<file path="config.mk">
export PLATFORM = sky130hd
export DESIGN_NAME = uart_ack_framer
export DESIGN_NICKNAME = d
export VERILOG_FILES = /design/src/rtl/uart_ack_pkg.sv /design/src/rtl/uart_ack_buf.sv /design/src/rtl/uart_ack_framer.sv
export SDC_FILE = /design/constraint.sdc
export NUM_CORES = 1
export LEC_CHECK = 0
export ABC_AREA = 1
export CAP_MARGIN = 5
export CORE_UTILIZATION = 40
export DETAILED_ROUTE_END_ITERATION = 6
export HOLD_SLACK_MARGIN = 0.12
export PLACE_DENSITY = 0.57
export SYNTH_ARGS = -nofsm -noshare
export SYNTH_HDL_FRONTEND = slang
export SYNTH_SLANG_ARGS = --single-unit
</file>
<file path="constraint.sdc">
create_clock -name clk_50M -period 4.05 [get_ports clk_50M]
set_clock_uncertainty 0.05 [all_clocks]
set_input_delay 1.0125 -clock clk_50M [delete_from_list [all_inputs] [get_ports clk_50M]]
set_output_delay 1.0125 -clock clk_50M [all_outputs]
set_load 0.05 [all_outputs]
</file>
<file path="src/rtl/uart_ack_pkg.sv">
// Shared state encoding, frame layout and checksum helper for the UART ack framer.
// Defining UART_ACK_CHECKSUM_EN inserts a checksum byte before the tail (8-byte frame).
package uart_ack_pkg;

  typedef enum logic [2:0] {
    ST_IDLE,
    ST_LOAD,
    ST_START,
    ST_WAIT_HI,
    ST_WAIT_LO,
    ST_DONE
  } state_t;

  typedef struct packed {
    logic [7:0] func;
    logic [7:0] arg0;
    logic [7:0] arg1;
    logic [7:0] arg2;
    logic [7:0] status;
  } frame_t;

  localparam int FRAME_LEN_PLAIN = 7;
  localparam int FRAME_LEN_CSUM  = 8;

`ifdef UART_ACK_CHECKSUM_EN
  localparam int FRAME_LEN = FRAME_LEN_CSUM;
`else
  localparam int FRAME_LEN = FRAME_LEN_PLAIN;
`endif

  function automatic logic [7:0] frame_checksum(input frame_t f);
    return f.func + f.arg0 + f.arg1 + f.arg2 + f.status;
  endfunction

  // Byte at position idx of the frame; anything past the payload is the tail.
  function automatic logic [7:0] frame_byte(input frame_t f, input logic [2:0] idx,
                                            input logic [7:0] hdr, input logic [7:0] tail);
    logic [7:0] b;
    case (idx)
      3'd0:    b = hdr;
      3'd1:    b = f.func;
      3'd2:    b = f.arg0;
      3'd3:    b = f.arg1;
      3'd4:    b = f.arg2;
      3'd5:    b = f.status;
`ifdef UART_ACK_CHECKSUM_EN
      3'd6:    b = frame_checksum(f);
`endif
      default: b = tail;
    endcase
    return b;
  endfunction

endpackage

</file>
<file path="src/rtl/uart_ack_buf.sv">
// Active frame buffer plus one-deep pending buffer for queued ack requests.
// promote_i moves the pending snapshot into the active buffer while a new one may be captured.
module uart_ack_buf
  import uart_ack_pkg::*;
(
  input  logic   clk_50M,
  input  logic   rst_n,
  input  frame_t fields_i,
  input  logic   cap_cur_i,
  input  logic   cap_pend_i,
  input  logic   promote_i,
  output frame_t cur_o
);

  frame_t cur_q, cur_d;
  frame_t pend_q, pend_d;

  always_comb begin
    cur_d  = cur_q;
    pend_d = pend_q;
    if (promote_i)
      cur_d = pend_q;
    else if (cap_cur_i)
      cur_d = fields_i;
    if (cap_pend_i)
      pend_d = fields_i;
  end

  always_ff @(posedge clk_50M or negedge rst_n) begin
    if (!rst_n) begin
      cur_q  <= '0;
      pend_q <= '0;
    end else begin
      cur_q  <= cur_d;
      pend_q <= pend_d;
    end
  end

  assign cur_o = cur_q;

endmodule

</file>
<file path="src/rtl/uart_ack_framer.sv">
// Sends a fixed-layout ack frame over a byte UART transmitter, one request queued, extras dropped.
// Optional checksum byte controlled by UART_ACK_CHECKSUM_EN (see uart_ack_pkg).
module uart_ack_framer
  import uart_ack_pkg::*;
#(
  parameter logic [7:0] HDR_BYTE     = 8'h80,
  parameter logic [7:0] TAIL_BYTE    = 8'h55,
  parameter int         BUSY_TIMEOUT = 16
) (
  input  logic       clk_50M,
  input  logic       rst_n,
  input  logic       req,
  input  logic [7:0] func,
  input  logic [7:0] arg0,
  input  logic [7:0] arg1,
  input  logic [7:0] arg2,
  input  logic [7:0] status,
  input  logic       tx_busy,
  output logic       tx_en,
  output logic [7:0] tx_data,
  output logic       framing,
  output logic       frame_done,
  output logic       frame_err,
  output logic [7:0] drop_cnt
);

  localparam logic [2:0]  LAST_IDX = 3'(FRAME_LEN - 1);
  localparam logic [15:0] TMO_LAST = 16'(BUSY_TIMEOUT - 1);

  state_t      state_q;
  logic [2:0]  idx_q;
  logic [15:0] tmo_q;
  logic        pending_q;
  logic        tx_en_q, framing_q, frame_done_q, frame_err_q;
  logic [7:0]  tx_data_q, drop_cnt_q;

  frame_t fields_c, cur_frame;
  logic   timeout_c, finish_c, restart_c, cap_cur_c, cap_pend_c, promote_c, drop_c;

  assign fields_c = {func, arg0, arg1, arg2, status};

  // A frame "finishes" either normally (DONE) or by busy timeout; both hand over to the queued request.
  always_comb begin
    timeout_c  = (state_q == ST_WAIT_HI) && !tx_busy && (tmo_q == TMO_LAST);
    finish_c   = (state_q == ST_DONE) || timeout_c;
    restart_c  = finish_c && (pending_q || req);
    promote_c  = finish_c && pending_q;
    cap_cur_c  = req && ((state_q == ST_IDLE) || (finish_c && !pending_q));
    cap_pend_c = req && (state_q != ST_IDLE) && (finish_c ? pending_q : !pending_q);
    drop_c     = req && (state_q != ST_IDLE) && !finish_c && pending_q;
  end

  uart_ack_buf u_buf (
    .clk_50M    (clk_50M),
    .rst_n      (rst_n),
    .fields_i   (fields_c),
    .cap_cur_i  (cap_cur_c),
    .cap_pend_i (cap_pend_c),
    .promote_i  (promote_c),
    .cur_o      (cur_frame)
  );

  always_ff @(posedge clk_50M or negedge rst_n) begin
    if (!rst_n) begin
      state_q      <= ST_IDLE;
      idx_q        <= 3'd0;
      tmo_q        <= 16'd0;
      pending_q    <= 1'b0;
      tx_en_q      <= 1'b0;
      tx_data_q    <= 8'd0;
      framing_q    <= 1'b0;
      frame_done_q <= 1'b0;
      frame_err_q  <= 1'b0;
      drop_cnt_q   <= 8'd0;
    end else begin
      tx_en_q      <= 1'b0;
      frame_done_q <= 1'b0;
      frame_err_q  <= 1'b0;

      if (drop_c && (drop_cnt_q != 8'hFF))
        drop_cnt_q <= drop_cnt_q + 8'd1;

      if (cap_pend_c)
        pending_q <= 1'b1;
      else if (finish_c)
        pending_q <= 1'b0;

      case (state_q)
        ST_IDLE: begin
          if (req) begin
            state_q   <= ST_LOAD;
            framing_q <= 1'b1;
          end
        end
        ST_LOAD: begin
          idx_q   <= 3'd0;
          state_q <= ST_START;
        end
        ST_START: begin
          if (!tx_busy) begin
            tx_en_q   <= 1'b1;
            tx_data_q <= frame_byte(cur_frame, idx_q, HDR_BYTE, TAIL_BYTE);
            tmo_q     <= 16'd0;
            state_q   <= ST_WAIT_HI;
          end
        end
        ST_WAIT_HI: begin
          if (tx_busy) begin
            state_q <= ST_WAIT_LO;
          end else if (timeout_c) begin
            frame_err_q <= 1'b1;
            idx_q       <= 3'd0;
            framing_q   <= restart_c;
            state_q     <= restart_c ? ST_LOAD : ST_IDLE;
          end else begin
            tmo_q <= tmo_q + 16'd1;
          end
        end
        ST_WAIT_LO: begin
          if (!tx_busy) begin
            if (idx_q == LAST_IDX) begin
              frame_done_q <= 1'b1;
              framing_q    <= 1'b0;
              state_q      <= ST_DONE;
            end else begin
              idx_q   <= idx_q + 3'd1;
              state_q <= ST_START;
            end
          end
        end
        ST_DONE: begin
          idx_q     <= 3'd0;
          framing_q <= restart_c;
          state_q   <= restart_c ? ST_LOAD : ST_IDLE;
        end
        default: state_q <= ST_IDLE;
      endcase
    end
  end

  assign tx_en      = tx_en_q;
  assign tx_data    = tx_data_q;
  assign framing    = framing_q;
  assign frame_done = frame_done_q;
  assign frame_err  = frame_err_q;
  assign drop_cnt   = drop_cnt_q;

endmodule

</file>
==> qor.log <==
[final_layout] register cell area after layout 3078 µm²
[worst_hold_path] source of the worst hold timing path u_buf.pend_q[17]
[worst_setup_path] reg-to-reg startpoint tmo_q[0]
[worst_setup_path] critical path launch point type input port
[logic_synthesis] most used flip-flop cell after synthesis dfrtp_1
[sta] Final Max Tran Viols 0
[route] detailed-route wire length 14,100 µm
[clocking] maximum buffer depth of the clock tree 2
[floorplan] die span in x 126.3 µm
[worst_setup_path] Reg-to-Reg End u_buf.pend_q[21]
[final_layout] Core Util, Final 0.4998
[final_layout] fraction of final layout cells with drive strength greater than 1 0.07412
[worst_setup_path] kind of capture point of the worst setup path flop
[worst_setup_path] number of cells on the worst reg-to-reg path 10
[run] Max Cap Violations 0
[global_route] number of global-route vias before repair 4,910
[worst_setup_path] longest individual stage delay on the worst path 600 ps
[final_layout] commonest cells after routing, fill and taps aside nand2_1, dfrtp_1, inv_1
[final_layout] FILL cells 1,468
[global_route] initial antenna violation count 0
[clocking] clock tree from TritonCTS done
[logic_synthesis] Synth Net Count 832
[clocking] insertion delay of the later-clocked pin in the worst-skew pair 420 ps
[worst_setup_path] Worst R2R Setup Slack 1280 ps
[logic_synthesis] Synth warnings 0
[worst_setup_path] top cell family by delay on the critical path buffers and inverters
[route] drt via density 5.020
[worst_setup_path] largest driver fanout on the critical path 50
[logic_synthesis] largest family of logic cells by synthesized area simple AND/OR/NAND/NOR gates
[floorplan] # IOs 64
[logic_synthesis] xor and xnor area share after synthesis 0.01701
[pwr] Cell Pwr Density 673.9 nW/µm²
[worst_hold_path] cell depth of the worst min-delay path 2
[worst_setup_path] total stage count of the critical path 9
[final_layout] # diodes 0
[logic_synthesis] area of the mapped netlist 6177 µm²
[logic_synthesis] asr flop ratio synth 1.000
[sta] Slew @ Worst Pin 726.7 ps
[route] post-route antenna net violation count 0
[clocking] clock tree sinks 123
[worst_setup_path] combined buffer and inverter count along the critical path 2
[global_route] maximum number of pins on one net before global-route repair 81
[placement] IO Port Bufs 63
[clocking] number of buffers created by CTS 17
[route] number of DRC violations after detailed-routing iteration 0 398
[route] router iterations before antenna repair 4
[run_status] run status finished clean
[logic_synthesis] share of synthesized area spent on multiplexers 0
[placement] worst setup slack before clock tree synthesis 617.8 ps
[sta] final critical-path setup slack 1008 ps
[logic_synthesis] share of synthesized cell area in and, or, nand and nor gates 0.2346
[floorplan] core box area 15,150 µm²
[route] DR vias 5,211
[logic_synthesis] Post-Syn Area per Cell 7.930 µm²
[route] detail-routed net length per standard cell 13.59 µm
[final_layout] most common library cell in the layout ignoring fill and taps nand2_1
[final_layout] number of nets at the end of the flow 893
[sta] unrepaired setup endpoints after global routing no
[clocking] Max H-tree Level 4
[clocking] number of setup buffers added after CTS 0
[floorplan] Cell Rows 45
[clocking] clock-pin slew on the worst setup and hold paths 50 ps
[sta] final critical path time including I/O delays and setup 3042 ps
[worst_hold_path] worst min path class flop to flop
[clocking] Root Buffer clkbuf_16
[logic_synthesis] number of standard cells after synthesis 779
[logic_synthesis] EDFF count, synth 0
[logic_synthesis] part of the Yosys area used for sequential elements 0.4983
[logic_synthesis] Compound-Gate Fraction of Synth Area 0.1499
[global_route] first-pass GRT wire length 23,990 µm
[worst_setup_path] CP Class input port to flop
[worst_setup_path] cell with the largest stage delay on the worst path clkdlybuf4s50_1
[placement] half-perimeter wire length after placement 9892 µm
[sta] slew margin rel. 0.5155
[global_route] final global-route overflow total 0
[pwr] Pleak 3.690 nW
[worst_setup_path] data required time of the worst path 4290 ps
[logic_synthesis] Post-Synth Adder-Cell Area 0.01823
[floorplan] Initial Utilization 0.4078
[clocking] number of resized instances in the post-cts repair step 0
[global_route] GRT Util Overall 0.1938
[worst_setup_path] critical path cell sequence clkdlybuf4s50_1 -> nor2_4 -> nand3_2 -> nand2_1 -> ha_1 -> nand3_2 -> buf_12 -> nand2_1 -> o21ai_0
[logic_synthesis] distinct cell type count of the synthesized netlist 36
[route] Residual DRC 0
[clocking] hold-fix buffer count after cts 0
[sta] setup_tns 0 ps
[sta] final setup violation count 0
[final_layout] layout overhead on the synthesized area 22.54%
[sta] Final Hold Viols 0
[sta] Max Clock Freq 0.3288 GHz
[sta] fin crit share 0.7510
[logic_synthesis] synthesized flop and latch total 123
[placement] last weighted congestion value of the routability-driven placer 0.8831
[pwr] peak supply drop 354.7 µV
[worst_setup_path] data arrival time of the worst path 3290 ps
[floorplan] area of the die 15,940 µm²
[final_layout] multi-input combinational cell area 2592 µm²
[worst_hold_path] Min-Delay Endpoint u_buf.pend_q[17]
[floorplan] Die Y 126.3 µm
[worst_setup_path] startpoint of the most critical setup path tx_busy
==> registers in the layout, indices dropped and copies added, names as in the netlist <==
register,cells
tx_data,8
idx_q,3
tx_en,1
tmo_q,16
state_q,3
frame_err,1
u_buf.cur_o,40
u_buf.pend_q,40
framing,1
pending_q,1
frame_done,1
drop_cnt,8
==> cell families (layout without fill, tap and decap cells) <==
kind of cell,after synthesis,in the layout
XOR/XNOR,12,12
flip-flops,123,123
buffers and inverters,127,198
adder cells (fa/ha/maj),9,9
AO/OA/AOI/OAI,162,162
AND/OR/NAND/NOR,346,346
==> cells in the mapped netlist (9+ instances only) <==
cell type,number,share of area
o21ai_0,66,0.053
o211ai_1,27,0.033
dfrtp_1,123,0.50
xor2_1,10,0.014
o21ai_1,31,0.025
nor2_1,63,0.038
inv_1,94,0.057
buf_2,10,0.0081
nand3_1,28,0.023
ha_1,9,0.018
nand2_1,224,0.14
a21oi_1,20,0.016
clkbuf_1,13,0.0079
==> through the flow <==
stage,instance area [µm²],hold WS [ps],instances,total power [W]
3_3_place_gp,7007,410.3,1009,0.003622
5_1_grt,7570,449.7,1038,0.005460
4_1_cts,7570,432.3,1038,0.005150
2_1_floorplan,6177,397.9,779,0.003144
3_5_place_dp,7007,418.0,1009,0.003669
6_report,7570,431.1,1038,0.005101
==> routing by layer <==
layer | global-route usage | vias to the layer above | wire length (µm)
li1 | - | 2633 | -
met3 | 0.05225 | 22 | 594
met2 | 0.3081 | 110 | 6633
met1 | 0.2538 | 2446 | 6633
met5 | 0 | - | 0
met4 | 0.07016 | 0 | 243
==> layout make-up <==
cell class,count,area share
repair buffers,69,0.09554
well taps,188,0.03107
clock inverters,11,0.01636
flip-flops and latches,123,0.4066
clock buffers,18,0.05802
inverters,100,0.04992
multi-input cells,529,0.3425
==> how the worst max path moves through the flow <==
stage,endpoint
CTS,u_buf.pend_q[21]
floorplan,u_buf.pend_q[0]
global route,u_buf.pend_q[2]
detailed placement,u_buf.pend_q[21]
global placement,u_buf.pend_q[23]
finish,u_buf.pend_q[21]
==> where the power goes <==
| group | switching [W] | internal [W] |
|---|---|---|
| sequential | 0.000291 | 0.00170 |
| combinational | 0.00107 | 0.000580 |
| clock | 0.000546 | 0.000908 |
| total | 0.00191 | 0.00319 |
==> tightest hold or removal path, delay by kind of cell, from the launching register on <==
family	cells	cell delay [ps]
flops	1	340
compound gates	1	60
simple gates	1	50
Power figures use the tool's default switching activity.
